===== src/rtl/lru_array.sv =====
`default_nettype none
// ============================================================================
// Module   : lru_array
// Purpose  : Per-set true-LRU ordering for a set-associative structure.
//            Each set keeps an ordered list of way indices (position 0 =
//            MRU, position WAYS-1 = LRU). A touch promotes a way to MRU; an
//            invalidate demotes a way to LRU. After reset every set is
//            initialised to the default order, one set per cycle, and
//            ready rises once all sets hold a valid order.
// Ports    : clk        - single clock, rising edge
//            reset      - synchronous, active-high
//            ready      - all sets initialised; updates accepted
//            touch      - promote touch_way to MRU in touch_set
//            touch_set  - set index for touch
//            touch_way  - way index for touch
//            inval      - demote inval_way to LRU in inval_set
//            inval_set  - set index for inval
//            inval_way  - way index for inval
//            query_set  - set whose victim / mru are reported
//            victim     - LRU way of query_set (from stored state)
//            mru        - MRU way of query_set (from stored state)
//            repair     - one-cycle pulse when a corrupt order is rewritten
// Config   : define LRU_SELF_REPAIR_EN to enable the permutation check that
//            rewrites a corrupt set order with the default order.
// Revision : 1.0 - initial release
// ============================================================================
module lru_array #(
    parameter int WAYS = 4,
    parameter int SETS = 8
) (
    input  logic                      clk,
    input  logic                      reset,
    output logic                      ready,
    input  logic                      touch,
    input  logic [$clog2(SETS)-1:0]   touch_set,
    input  logic [$clog2(WAYS)-1:0]   touch_way,
    input  logic                      inval,
    input  logic [$clog2(SETS)-1:0]   inval_set,
    input  logic [$clog2(WAYS)-1:0]   inval_way,
    input  logic [$clog2(SETS)-1:0]   query_set,
    output logic [$clog2(WAYS)-1:0]   victim,
    output logic [$clog2(WAYS)-1:0]   mru,
    output logic                      repair
);

    localparam int c_way_w = $clog2(WAYS);
    localparam int c_set_w = $clog2(SETS);

    typedef logic [WAYS-1:0][c_way_w-1:0] order_t;

    // Position of way w in order o. A corrupt order may lack w entirely;
    // the LRU position is then used so the result is still well defined.
    function automatic int f_pos(input order_t o, input logic [c_way_w-1:0] w);
        int p;
        p = WAYS - 1;
        for (int i = WAYS - 1; i >= 0; i--) begin
            if (o[i] == w) p = i;
        end
        return p;
    endfunction

    // Promote w to position 0; entries above its old slot slide down one.
    function automatic order_t f_touch(input order_t o, input logic [c_way_w-1:0] w);
        order_t n;
        int     p;
        p = f_pos(o, w);
        for (int i = 0; i < WAYS; i++) begin
            if (i == 0)      n[i] = w;
            else if (i <= p) n[i] = o[i-1];
            else             n[i] = o[i];
        end
        return n;
    endfunction

    // Demote w to position WAYS-1; entries below its old slot slide up one.
    function automatic order_t f_inval(input order_t o, input logic [c_way_w-1:0] w);
        order_t n;
        int     p;
        p = f_pos(o, w);
        for (int i = 0; i < WAYS; i++) begin
            if (i < p)              n[i] = o[i];
            else if (i == WAYS - 1) n[i] = w;
            else                    n[i] = o[i+1];
        end
        return n;
    endfunction

    // True when every way index 0..WAYS-1 appears somewhere in the order.
    function automatic logic f_is_perm(input order_t o);
        logic ok;
        logic found;
        ok = 1'b1;
        for (int v = 0; v < WAYS; v++) begin
            found = 1'b0;
            for (int i = 0; i < WAYS; i++) begin
                if (o[i] == c_way_w'(v)) found = 1'b1;
            end
            if (!found) ok = 1'b0;
        end
        return ok;
    endfunction

    order_t               r_order [SETS];
    logic                 r_ready;
    logic [c_set_w-1:0]   r_cnt;
    logic                 r_repair;

    order_t               w_default;
    order_t               w_touch_old;
    order_t               w_inval_old;
    order_t               w_touch_new;
    order_t               w_inval_new;
    logic                 w_touch_en;
    logic                 w_inval_en;
    logic                 w_same;
    logic                 w_touch_bad;
    logic                 w_inval_bad;

    always_comb begin
        w_default = '0;
        for (int i = 0; i < WAYS; i++) begin
            w_default[i] = c_way_w'(WAYS - 1 - i);
        end
    end

    assign w_touch_en  = touch & r_ready;
    assign w_inval_en  = inval & r_ready;
    assign w_same      = w_touch_en & w_inval_en & (touch_set == inval_set);
    assign w_touch_old = r_order[touch_set];
    assign w_inval_old = r_order[inval_set];

`ifdef LRU_SELF_REPAIR_EN
    assign w_touch_bad = ~f_is_perm(w_touch_old);
    assign w_inval_bad = ~f_is_perm(w_inval_old);
`else
    assign w_touch_bad = 1'b0;
    assign w_inval_bad = 1'b0;
`endif

    // A same-set touch+inval collapses into one write on the touch path:
    // touch is applied first and the inval acts on that result.
    always_comb begin
        w_touch_new = f_touch(w_touch_old, touch_way);
        if (w_same) w_touch_new = f_inval(w_touch_new, inval_way);
        if (w_touch_bad) w_touch_new = w_default;
        w_inval_new = f_inval(w_inval_old, inval_way);
        if (w_inval_bad) w_inval_new = w_default;
    end

    always_ff @(posedge clk) begin
        if (reset) begin
            r_ready  <= 1'b0;
            r_cnt    <= '0;
            r_repair <= 1'b0;
        end else begin
            r_repair <= (w_touch_en & w_touch_bad) | (w_inval_en & w_inval_bad);
            if (!r_ready) begin
                r_order[r_cnt] <= w_default;
                r_cnt          <= r_cnt + 1'b1;
                if (r_cnt == c_set_w'(SETS - 1)) r_ready <= 1'b1;
            end else begin
                if (w_touch_en) r_order[touch_set] <= w_touch_new;
                if (w_inval_en && !w_same) r_order[inval_set] <= w_inval_new;
            end
        end
    end

    // Reported from stored state only; a same-cycle update shows next cycle.
    assign ready  = r_ready;
    assign repair = r_repair;
    assign victim = r_ready ? r_order[query_set][WAYS-1] : '0;
    assign mru    = r_ready ? r_order[query_set][0]      : c_way_w'(WAYS - 1);

endmodule
`default_nettype wire

===== config.mk =====
export PLATFORM = sky130hd
export DESIGN_NAME = lru_array
export DESIGN_NICKNAME = d
export VERILOG_FILES = /design/src/rtl/lru_array.sv
export SDC_FILE = /design/constraint.sdc
export NUM_CORES = 1
export LEC_CHECK = 0
export CAP_MARGIN = 15
export CORE_MARGIN = 2
export CORE_UTILIZATION = 40
export CTS_BUF_LIST = sky130_fd_sc_hd__clkbuf_4
export DETAILED_ROUTE_END_ITERATION = 8
export PLACE_DENSITY = 0.68
export SLEW_MARGIN = 40
export SYNTH_ARGS = -nofsm -noshare
export SYNTH_HDL_FRONTEND = slang
export SYNTH_SLANG_ARGS = --single-unit

===== constraint.sdc =====
create_clock -name clk -period 4.1 [get_ports clk]
set_input_delay 0.82 -clock clk [delete_from_list [all_inputs] [get_ports clk]]
set_output_delay 0.82 -clock clk [all_outputs]
set_load 0.02 [all_outputs]

# After elaboration in Yosys (flattened, before gate mapping)
# Memory sizes are Yosys's and may differ from the RTL's.
# Cells that the tools add are included.
word_totals:
  reg_bits: 4
  n_memories: 1
  out_inout_bits: 6
  latch_bits: 0
  romBits: 0
  inputBits: 17
  ramBits: 64
classes:
  reduce_logical: 3
  bitwise: 4
  n_mux: 40
  n_shift: 0
  add_sub_neg: 1
  magnitude_cmp: 11
  n_div: 0
  multipliers: 0
  eq_ne: 11
memory_table:
  columns: ["memory", "words", "width", "rd", "rd_ports_with_merged_regs", "write_ports", "line_no", "text"]
  rows:
  - ["r_order", 8, 8, 3, 0, 2, "103", "order_t r_order [SETS];"]
ops:
  columns: ["cell", "count"]
  rows:
  - ["$mux W32", 7]
  - ["$lt A3 B32 Y1 const A", 4]
  - ["$le A3 B32 Y1 const A", 2]
  - ["$lt A1 B32 Y1 const A", 2]
  - ["$lt A2 B32 Y1 const A", 2]
  - ["$le A2 B32 Y1 const A", 1]
  - ["$mux W2", 13]
  - ["$eq A2 B2 Y1", 9]
  - ["$mux W1", 17]
  - ["$mux W8", 2]
  - ["$reduce_or A8 Y1", 1]
  - ["$and A1 B1 Y1", 4]
  - ["$add A3 B1 Y3 const B", 1]
  - ["$eq A3 B3 Y1", 1]
  - ["$eq A3 B3 Y1 const B", 1]
  - ["$mux W3", 1]
  - ["$logic_and A1 B1 Y1", 1]
  - ["$logic_not A1 Y1", 1]

# Longest topological paths before layout
# Gate-level depths: netlist of the first run.
# An unclocked memory read counts as a cell.
logic_depth:
  word_depth: 16
  depth_mapped: 12

# Worst setup path after synthesis of the first run
# No wires, ideal clock.
synth_path:
  path_kind: "input-to-reg"
  startpoint: "input port touch_set[0]"
  endpoint: "memory r_order[1][4] in the netlist's numbering (data pin)"
  setup_slack_ns: 0.650
  setup_ns: 0.281
  path_stages: 11
  required_time_ns: 3.819
  path_buffers: 3
  arrival_time_ns: 3.168
  path_cell_list: "buf_4 buf_8 buf_6 mux4_2 mux2i_1 nor2_1 o2bb2ai_1 o311ai_2 a21boi_4 mux2i_2 a22oi_1"
synth_rtl:
  columns: ["element", "line_no", "text"]
  rows:
  - ["start, declared", "35", "input logic [$clog2(SETS)-1:0] touch_set,"]
  - ["end, declared", "103", null]

==> results of run 1 <==
==> final timing paths <==
kind                      start  slack [ns]             to  cells past startpoint
setup / recovery   touch_set[0]        0.25  r_order[3][4]                     12
hold / removal         r_cnt[0]        0.57       r_cnt[0]                      2
setup reg to reg  r_order[4][0]        0.95  r_order[3][4]                     11
hold reg to reg        r_cnt[0]        0.57       r_cnt[0]                      2
==> state kept, by name (all words and copies together) (netlist names) <==
signal,flops
r_cnt,3
r_order,64
ready,1
==> final cells by class <==
| class | instances | area, um2 | share of cell area, % |
|---|---|---|---|
| multi-input cells | 362 | 3010 | 49.4 |
| flip-flops and latches | 68 | 2000 | 32.9 |
| repair buffers | 76 | 698 | 11.5 |
| well taps | 172 | 215 | 3.54 |
| clock buffers | 9 | 67.6 | 1.11 |
| clock inverters | 7 | 67.6 | 1.11 |
| inverters | 7 | 26.3 | 0.432 |
==> per-layer routing <==
metal	vias to the layer above	wire, um	global-route usage [%]
li1	1930	-	-
met2	197	7270	36.8
met4	0	614	10.5
met1	2035	6160	27.6
met5	-	0	0
met3	45	1140	4.25
==> per-stage QoR <==
step | power (uW) | std cells | utilization, %
floorplan | 1040 | 473 | -
global placement | 1170 | 685 | 47.0
detailed placement | 1180 | 685 | 47.0
CTS | 1600 | 701 | 48.0
global route | 1670 | 701 | 48.0
finish | 1610 | 701 | 48.0
==> where the power goes <==
part / switching (uW) / internal (uW) / leakage [uW]
clock network: 257 / 182 / 0.0000693
logic: 222 / 169 / 0.00141
registers: 10.3 / 766 / 0.000608
==> cells in the final DEF, fill, tap and decap left out, types with 6 or more instances in the layout <==
master,instances
a22o_1,11
a22oi_1,12
nand2_1,44
o22ai_1,7
buf_12,6
nand2b_1,9
xnor2_1,10
nor3_1,6
mux4_2,27
clkbuf_4,9
nor2_1,36
buf_4,49
inv_1,6
nand3_1,11
nor2b_1,9
o21ai_0,33
edfxtp_1,64
clkdlybuf4s50_1,21
mux2_2,7
mux2i_1,63
==> worst register-to-register path, delay by kind of cell, from the launching register on <==
kind                   cells  cell delay (ns)
buffers and inverters      2             0.38
AOI/OAI and AO/OA          5             1.20
DFF                        1             0.40
muxes                      2             0.44
and+or+nand+nor            2             0.47
==> cells by family (layout without fill, tap and decap cells) <==
group                      count (synthesis)  count (layout)  share of synthesized area (%)
AOI/OAI and AO/OA                        107             107                           15.2
xor gates and xnor gates                  15              15                           2.52
other                                      1               1                         0.0720
DFF                                       68              68                           38.4
buffers and inverters                     43              99                           3.87
muxes                                    101             101                           26.7
adders and majority gates                  2               2                          0.480
and+or+nand+nor                          136             136                           12.7
==> run summary, run 1 <==
slew of the pin with the lowest slew margin -> 0.620 ns
most common cell in the netlist -> edfxtp_1
Clock transition at path regs -> 0.13 ns
Setup WS pre-CTS -> -0.0662 ns
IO Count -> 23
CTS root buffer -> clkbuf_4
Core ar. -> 12700 um2
worst hold path class -> reg2reg
CP Launch Type -> input port
post-synth cell types -> 69
CP max FO -> 19
Initial DRC Count -> 409
layout cell share with drive strength beyond 1 -> 23.1%
kind of critical path -> in2reg
Yosys Warn Count -> 0
Mean Syn Cell Area -> 11.0 um2
Setup WS post-layout -> 0.247 ns
CTS Buf Count -> 9
drt first pass iters -> 5
top cells by area, synth -> edfxtp_1 37%, mux2i_1 12%, mux4_2 12%
CP Data Required Time -> 4.28 ns
ys async rst share -> 0%
die height -> 118 um
Fin. Hold Viols -> 0
first-pass GRT wire length -> 23.6 mm
Area after DPL -> 5950 um2
GRT Total Usage -> 22.1%
postcts setup bufs -> 0
Final period util -> 94.0%
hold_ws -> 0.575 ns
Post-Route Setup TNS -> 0 ns
Setup Viol. Count Final -> 0
Post-synth top cells -> 64 x edfxtp_1, 63 x mux2i_1, 44 x nand2_1
final net count -> 543
deepest clock path buffer count -> 2
Die Footprint -> 14000 um2
critical path's slowest cell -> o311ai_0
dominant synthesized flop cell -> edfxtp_1
H-tree Lvls -> 3
CTS sink count -> 68
drc violations -> 0
leakage -> 0.00209 uW
final wirelength -> 15.2 mm
CP peak stage delay -> 0.57 ns
# port buffers -> 21
initial antenna violation count -> 0
crit end category -> flop
Final Max Tran Viols -> 0
DRT antenna net count -> 0
Slew HR -> 58.6%
share of the synthesized area in the top cell type -> 36.9%
Post-Syn Instances -> 473
latest clock arrival within the worst-skew pair -> 0.45 ns
wire per inst -> 21.6 um
grt total ovfl -> 0
pwr/cell area -> 264 nW/um2
largest area contributor in the netlist -> edfxtp_1
CP most frequent cell -> a22oi_1
Initial Util -> 41.1%
vias per cell -> 6.00
via count -> 4207
vias in the first global route -> 4285
Synth-to-Final Area Change -> 16.8%
CTS tree -> yes
Antenna diodes -> 0
VDD IR max -> 0.000115 V
EDFF count, synth -> 64
sequential fraction of the synthesis area -> 38.4%
Seq cells post-synth -> 68
Worst Skew -> 0.0239 ns
Critical Path AT -> 4.03 ns
minimum clock period -> 3.85 ns
status -> finished, final reports clean
Mapped Nets -> 492
Crit path max-delay family -> compound AO/OA/AOI/OAI gates
fill count -> 1148
worst-path cell chain -> clkdlybuf4s50_1, buf_12, mux2i_1, a22oi_1, and3_1, o311ai_0, nor3_1, a41oi_2, a21boi_4, mux2i_2, buf_4, a22oi_1
post-DP HPWL -> 11.2 mm
post-CTS sizing -> 0
die width -> 118 um
Buf/Inv on CP -> 3
unrepaired setup endpoints after global routing -> no
design area -> 6080 um2
max-cap viol count -> 0
Peak Freq -> 260 MHz
Post-CTS Hold Buffers -> 0
GP Congestion -> 0.923
largest net degree at the start of global routing -> 20
mapped cell area -> 5210 um2
Site Rows -> 41
Note: power is estimated with default switching activity, not from simulation.
==> run 2, diff against run 1 <==
MAX_ROUTING_LAYER = met4   (was not set)
==> run summary, run 2 (synthesized netlist as in run 1, its figures left out) <==
status -> finished, final reports clean
Synth-to-Final Area Change -> 16.5%
pwr/cell area -> 255 nW/um2
Die Footprint -> 14000 um2
post-CTS sizing -> 0
drc violations -> 0
Peak Freq -> 266 MHz
Placed Instances -> 685
layout cell share with drive strength beyond 1 -> 22.7%
VDD IR max -> 0.000106 V
CP peak stage delay -> 0.50 ns
worst hold path cell count -> 2
die width -> 118 um
largest net degree at the start of global routing -> 23
via count -> 4279
Site Rows -> 41
latest clock arrival within the worst-skew pair -> 0.45 ns
final net count -> 543
GP Congestion -> 0.965
CTS sink count -> 68
CTS Buf Count -> 9
most frequent cells in the layout -> 64 x edfxtp_1, 63 x mux2i_1, 48 x buf_4
Antenna diodes -> 0
Top reg by flops -> r_order
Slew HR -> 61.1%
Critical Path AT -> 3.94 ns
Core ar. -> 12700 um2
CP max FO -> 19
unrepaired setup endpoints after global routing -> no
Final period util -> 91.8%
H-tree Lvls -> 3
fill count -> 1164
register area -> 2000 um2
Pwr Total -> 1550 uW
post-DP HPWL -> 11.3 mm
worst reg2reg path depth -> 10
CP most frequent cell -> a22oi_1
DRT antenna net count -> 0
die height -> 118 um
# port buffers -> 21
hold path start -> r_cnt[1]
GRT Total Usage -> 23.2%
worst hold path class -> reg2reg
CTS tree -> yes
crit end category -> flop
post-layout util -> 47.9%
Worst Skew -> 0.0334 ns
final wirelength -> 15.3 mm
grt total ovfl -> 0
vias per cell -> 6.10
Initial Util -> 41.1%
Clock transition at path regs -> 0.14 ns
max reg flops -> 64
commonest non-fill, non-tap cell in the layout -> edfxtp_1
beginning of the critical path -> touch_set[0]
Post-Route Setup TNS -> 0 ns
routed wl met3 -> 1.17 mm
IO Count -> 23
minimum clock period -> 3.77 ns
WL met2 -> 7.41 mm
vias in the first global route -> 4349
Critical R2R Capture -> r_order[7][3]
R2R setup slack -> 1.03 ns
slew of the pin with the lowest slew margin -> 0.583 ns
CP Launch Type -> input port
Post-Layout Cell Count -> 701
kind of critical path -> in2reg
drt first pass iters -> 5
metal1 wirelength -> 6.09 mm
worst-path cell chain -> clkdlybuf4s50_1, buf_12, mux2i_1, a22oi_1, and3_1, o311ai_0, nor3_1, a41oi_2, a21boi_4, mux2i_2, buf_4, a22oi_1
Multi-input gate area -> 3010 um2
wire per inst -> 21.8 um
uppermost layer routed -> met4
Fin. Hold Viols -> 0
CTS root buffer -> clkbuf_4
leakage -> 0.00208 uW
initial antenna violation count -> 0
Initial DRC Count -> 451
critical path's slowest cell -> clkdlybuf4s50_1
CP Data Required Time -> 4.27 ns
deepest clock path buffer count -> 2
postcts setup bufs -> 0
Post-CTS Hold Buffers -> 0
hold_ws -> 0.583 ns
Final Max Tran Viols -> 0
FF-to-FF Start -> r_order[5][2]
first-pass GRT wire length -> 24.0 mm
max-cap viol count -> 0
Setup Viol. Count Final -> 0
Hold Path End -> r_cnt[1]
==> run 2: power breakdown <==
part           switching, uW  leakage (uW)  internal [uW]  total (uW)
clock network            255     0.0000546            120         375
registers               10.6      0.000608            766         777
logic                    224       0.00142            172         396
==> run 2: worst max-delay path by stage <==
stage                               end  slack (ns)
after floorplan           r_order[1][4]        0.65
after global placement    r_order[7][4]       -0.08
after detailed placement  r_order[4][3]       -0.08
after CTS                 r_order[7][3]        0.36
after global routing      r_order[7][3]        0.10
final                     r_order[7][4]        0.33
==> run 2: final cells by class <==
cell class              count  share of cell area [%]
well taps                 172                    3.54
flip-flops and latches     68                    33.0
inverters                   7                   0.433
clock inverters             7                   0.721
multi-input cells         362                    49.5
repair buffers             76                    11.7
clock buffers               9                    1.11
==> run 2: metal layers <==
metal,global-route usage (%),up-vias
met4,11.0,0
met3,3.43,47
li1,-,1934
met2,37.0,214
met5,-,-
met1,29.1,2084
==> run 2: per-stage QoR <==
step	worst slack [ns]	instance area (um2)
global route	0.104	6070
CTS	0.360	6070
detailed placement	-0.0845	5960
finish	0.335	6070
floorplan	0.650	5210
global placement	-0.0772	5960
==> run 2: worst max-delay path, delay by kind of cell <==
family	cells	cell delay (ns)
multiplexers	2	0.60
buffers and inverters	3	0.90
AND/OR/NAND/NOR	2	0.39
AO/OA/AOI/OAI	5	1.22
==> run 3, diff against run 2 <==
SKIP_LAST_GASP = 1   (was not set)
==> results of run 3 <==
The final DEF is identical to that of run 2; final timing and power are the same.
==> edit 1: new RTL, flow settings as in run 2 <==
The option `LRU_SELF_REPAIR_EN` is turned on by a define.
--- a/src/rtl/lru_array.sv
+++ b/src/rtl/lru_array.sv
@@ -26,2 +26,4 @@
 // ============================================================================
+`define LRU_SELF_REPAIR_EN
+
 module lru_array #(
Function: no difference found for any inputs over 10 cycles, from zero or initial values and one cycle with reset high; that may be too few to reach the edited logic, so the function may still have changed.
==> edit 1 against run 2 <==
Core utilization is 2.2 points higher. Final area is 19% higher. Power is 28% higher. Routed wire length is 25% higher. Sequential cell count is 1 higher. Via count is 24% higher. Sequential share of layout area is 5.0 points lower. Worst setup slack worse by 160 ps. Register-to-register slack worse by 290 ps. Global-route usage is 1.7 points higher. Synthesized area is 13% higher.
==> edit 1: results (changes against run 2) <==
[timing]
skew_ps=14.46  ; -18.96 ps
relSlewSlack_pct=55.37  ; -5.7 points

[worst_setup_path]
worst-path-buf-inv=3  ; unchanged
cp_top_family=multiplexers
arrival_ps=4200  ; +260 ps
critPathSlowestCell=mux4_2
cp_max_fo=8  ; -11
cpPeakStageDelay_ps=530  ; +30 ps

[power_and_ir_drop]
p_leak_nw=2.713  ; +30%
ir_drop_mv=0.1612  ; +52%

[place]
gp_congestion=0.9965  ; +3.2%
dp_cells=822  ; +20%
hpwl_mm=14.83  ; +31%
io_buffers=22  ; +4.8%

[detailed_routing]
vias_per_cell=6.333  ; +3.7%
first_iter_violations=587  ; +30%
dr.pass1.iters=6  ; +1
finalWirelength_mm=19.13  ; +25%
wl_per_cell_um=22.80  ; +4.8%

[finish]
drive_gt1_share_pct=32.26  ; +9.6 points
fin_nets=668  ; +23%

[logic_synthesis]
syn-num-nets=561  ; +14%
synthTopCellsByArea=edfxtp_1, mux4_2, mux2_2, mux2i_1, nand2_1
synth_top_area_share_pct=32.68  ; -4.2 points
ys_seq_area_share_pct=34.38  ; -4.0 points
postSynthCellCount=542  ; +15%
synth-edff-count=64  ; unchanged
ys_top_cells_by_count=edfxtp_1, mux2i_1, mux2_2
synth_cell_type_count=75  ; +8.7%

[clock_tree]
post_cts_resized=0  ; unchanged
clkTransAtPathRegs_ps=120  ; -20 ps
clock_latency_ps=420  ; -30 ps

[run_status]
outcome=finished clean

[global_route]
grt_pass1_wl_mm=29.22  ; +22%
antenna_found_initial=1  ; +1
grtUsageTotal_pct=24.87  ; +1.7 points
first_global_vias=5268  ; +21%
grt_max_degree=21  ; -8.7%

[hold_path]
hold_path_class=flop to flop

## edit 1: changes by cell type after synthesis, sizes merged, moves of 7 or more
cell / before / now
mux2: 7 / 38
nor2: 37 / 29
nand2: 44 / 37
a22o: 12 / 3
mux2i: 67 / 43
a2bb2oi: 2 / 10
a31oi: 2 / 11
nor3: 6 / 16
a21oi: 5 / 16
o2bb2ai: 2 / 10
o22ai: 8 / 15
## edit 1: cell type report
type	instances	area [um2]
fillers	1269	7191
multi-input cells	421	3613
flip-flops and latches	69	2022
repair buffers	136	1139
well taps	184	230.2
clock inverters	5	98.84
clock buffers	11	82.58
inverters	12	45.04
diodes	1	2.502
## edit 1: final timing paths
check | start | to | slack [ps]
setup reg to reg | r_order[2][0]$_DFFE_PP_ | r_order[7][4]$_DFFE_PP_ | 740
setup / recovery | touch_set[0] | r_order[5][3]$_DFFE_PP_ | 180
hold reg to reg | r_cnt[0]$_SDFFE_PP0N_ | r_cnt[0]$_SDFFE_PP0N_ | 510
hold / removal | r_cnt[0]$_SDFFE_PP0N_ | r_cnt[0]$_SDFFE_PP0N_ | 510
## edit 1: layer usage
| metal | vias up | GRT usage [%] | part of all wire (%) |
|---|---|---|---|
| li1 | 2375 | - | - |
| met1 | 2552 | 29.61 | 38 |
| met2 | 314 | 40.09 | 48 |
| met3 | 72 | 4.835 | 9.4 |
| met4 | 0 | 13.01 | 4.9 |
| met5 | - | - | 0 |
## edit 1: stage by stage
stage	hold slack [ps]	setup slack, ps	TNS (ps)	utilization, %	area (um2)
3_5_place_dp	494.1	-227.5	-10140	48.85	7046
3_3_place_gp	483.5	-195.6	-7957	48.85	7046
2_1_floorplan	464.9	254.7	0	-	5881
5_1_grt	543.9	59.75	0	50.15	7233
4_1_cts	510.1	201.9	0	50.10	7227
6_report	509.5	178.4	0	50.15	7233
## edit 1: cells by family after synthesis
logic type / Yosys count / share of synthesized area [%]
buffers and inverters: 52 / 4.234
XOR/XNOR: 20 / 3.106
AND/OR/NAND/NOR: 141 / 12.23
AO/OA/AOI/OAI: 152 / 20.30
flip-flops: 69 / 34.38
adder cells (fa/ha/maj): 2 / 0.4255
multiplexers: 106 / 25.32
## edit 1: worst register-to-register path, stage by stage, from the launching register on
cell,delay [ps]
edfxtp_1,510
mux4_4,660
mux2i_4,180
xnor2_1,180
a2bb2oi_2,150
buf_4,170
o2bb2ai_1,120
a211o_1,200
or4b_1,640
o21ai_1,210
o2bb2ai_1,100
## edit 1: where the power goes
group | total, W | switching [W] | internal, W
clock network | 0.000569 | 0.000249 | 0.000320
registers | 0.000785 | 0.00000970 | 0.000775
logic | 0.000626 | 0.000341 | 0.000285
total | 0.00198 | 0.000600 | 0.00138
==> edit 2: new RTL, settings of run 2 <==
Made on the original files. `SETS`: 8 -> 4.
--- a/src/rtl/lru_array.sv
+++ b/src/rtl/lru_array.sv
@@ -28,3 +28,3 @@
     parameter int WAYS = 4,
-    parameter int SETS = 8
+    parameter int SETS = 4
 ) (
Ports: changed (resized inval_set, query_set and touch_set); port bits go from 23 to 20. No check against the original RTL was run, so the function may have changed too.
==> edit 2 against run 2 <==
Sequential cell count decreased by 33. Synthesized cell count decreased by 47%. Worst setup slack got worse by 45 ps. Power decreased by 42%. Worst hold slack got worse by 17 ps. Clock skew decreased by 24 ps. Core utilization decreased by 1.2 points. Final cell count decreased by 49%. Synthesized area decreased by 47%. Routed wire length decreased by 52%. Largest power group unchanged. Final area decreased by 48%. Combinational power decreased by 26%. Register-to-register slack about the same.
==> edit 2: results (changes against run 2) <==
[global_route]
grt_pass1_wl_mm=11.48  ; -52%
grtUsageTotal_pct=20.91  ; -2.3 points
first_global_vias=2154  ; -50%
grt_max_degree=16  ; -30%
antenna_found_initial=0  ; unchanged

[detailed_routing]
met2WireLength_mm=3.477  ; -53%
dr.max_layer_used=met4
finalWirelength_mm=7.268  ; -52%
vias_per_cell=6.126  ; +0.36%
wl_per_cell_um=20.36  ; -6.5%
first_iter_violations=210  ; -53%
met1_length_mm=3.086  ; -49%
dr_wl_met3_um=553  ; -53%

[logic_synthesis]
ys_seq_area_share_pct=36.94  ; -1.5 points
synth-edff-count=32  ; -50%
syn-num-nets=265  ; -46%
synthTopCellsByArea=edfxtp_1, mux4_2, mux2i_1, xnor2_1, mux4_1
synth_cell_type_count=43  ; -38%
ys.flop_type=edfxtp_1
ys_top_cells_by_count=edfxtp_1, nand2_1, nor2_1
avgSynthCellArea_um2=11.06  ; +0.35%

[place]
dpl_cell_area_um2=3110  ; -48%
io_buffers=18  ; -14%
gp_congestion=0.9718  ; +0.66%
dp_cells=350  ; -49%
hpwl_mm=5.427  ; -52%
pre_cts_ws_ps=-77.12  ; +7.374 ps

[clock_tree]
clockBufferDepth=2  ; unchanged
clock_latency_ps=340  ; -110 ps
post_cts_resized=0  ; unchanged
cts_buffers=5  ; -4
clkTransAtPathRegs_ps=110  ; -30 ps
root_buffer=clkbuf_4
post-cts-setup-buffer-count=0  ; unchanged
htreeDepth=2  ; -1

[hold_path]
hold_path_class=flop to flop

[worst_setup_path]
cp_top_family=compound AO/OA/AOI/OAI gates
arrival_ps=4010  ; +70 ps
cp_max_fo=10  ; -9
critPathSlowestCell=mux4_2
cpPeakStageDelay_ps=550  ; +50 ps

[power_and_ir_drop]
p_leak_nw=1.182  ; -43%
ir_drop_mv=0.1371  ; +29%

[finish]
fin_nets=292  ; -46%
largest_reg_flops=32  ; -50%
n_fill_cell=617  ; -47%
drive_gt1_share_pct=19.49  ; -3.2 points
area_growth_pct=14.21

[run_status]
outcome=finished clean

[timing]
tightestPinTransition_ps=637.3  ; +54.25 ps
skew_ps=9.886  ; -23.54 ps

==> edit 2: final cells by class <==
cell class	count	area share (%)
multi-input cells	193	51.53
well taps	80	3.171
inverters	6	0.7134
clock buffers	5	1.189
repair buffers	36	10.78
clock inverters	2	0.2774
flip-flops and latches	35	32.34
==> edit 2: final timing paths <==
check | from | endpoint | slack (ps) | cells past startpoint
worst max-delay path | touch_set[0] | r_order[2][4]$_DFFE_PP_ | 290 | 10
worst min-delay path | r_cnt[1]$_SDFFE_PP0N_ | r_cnt[1]$_SDFFE_PP0N_ | 570 | 2
worst max register to register | r_order[3][1]$_DFFE_PP_ | r_order[2][4]$_DFFE_PP_ | 1030 | 8
worst min register to register | r_cnt[1]$_SDFFE_PP0N_ | r_cnt[1]$_SDFFE_PP0N_ | 570 | 2
==> edit 2: cells by family (layout without fill, tap and decap cells) <==
kind of cell,Yosys count,in the layout,share of synthesized area [%]
AOI/OAI and AO/OA,48,48,12.18
xor gates and xnor gates,20,20,6.338
adders and majority gates,1,1,0.4526
buffers and inverters,22,49,4.708
DFF,35,35,36.94
muxes,43,43,25.49
other,1,1,0.1357
and+or+nand+nor,80,80,13.76
==> edit 2: worst min-delay path: stages (launching register included) <==
cell,delay [ps]
dfxtp_1,350
mux2i_1,130
nor2_1,50
==> edit 2: layer usage <==
layer / up-vias / GRT usage [%]
met5: - / -
met4: 0 / 6.434
met3: 13 / 4.360
met2: 100 / 31.78
met1: 1062 / 28.35
li1: 1012 / -
==> edit 2: where the power goes <==
part | leakage (nW) | internal [W] | switching, W
Sequential | 0.285 | 0.000417 | 0.0000176
Combinational | 0.869 | 0.000132 | 0.000160
Clock | 0.0285 | 0.0000608 | 0.000115
Total | 1.18 | 0.000611 | 0.000293
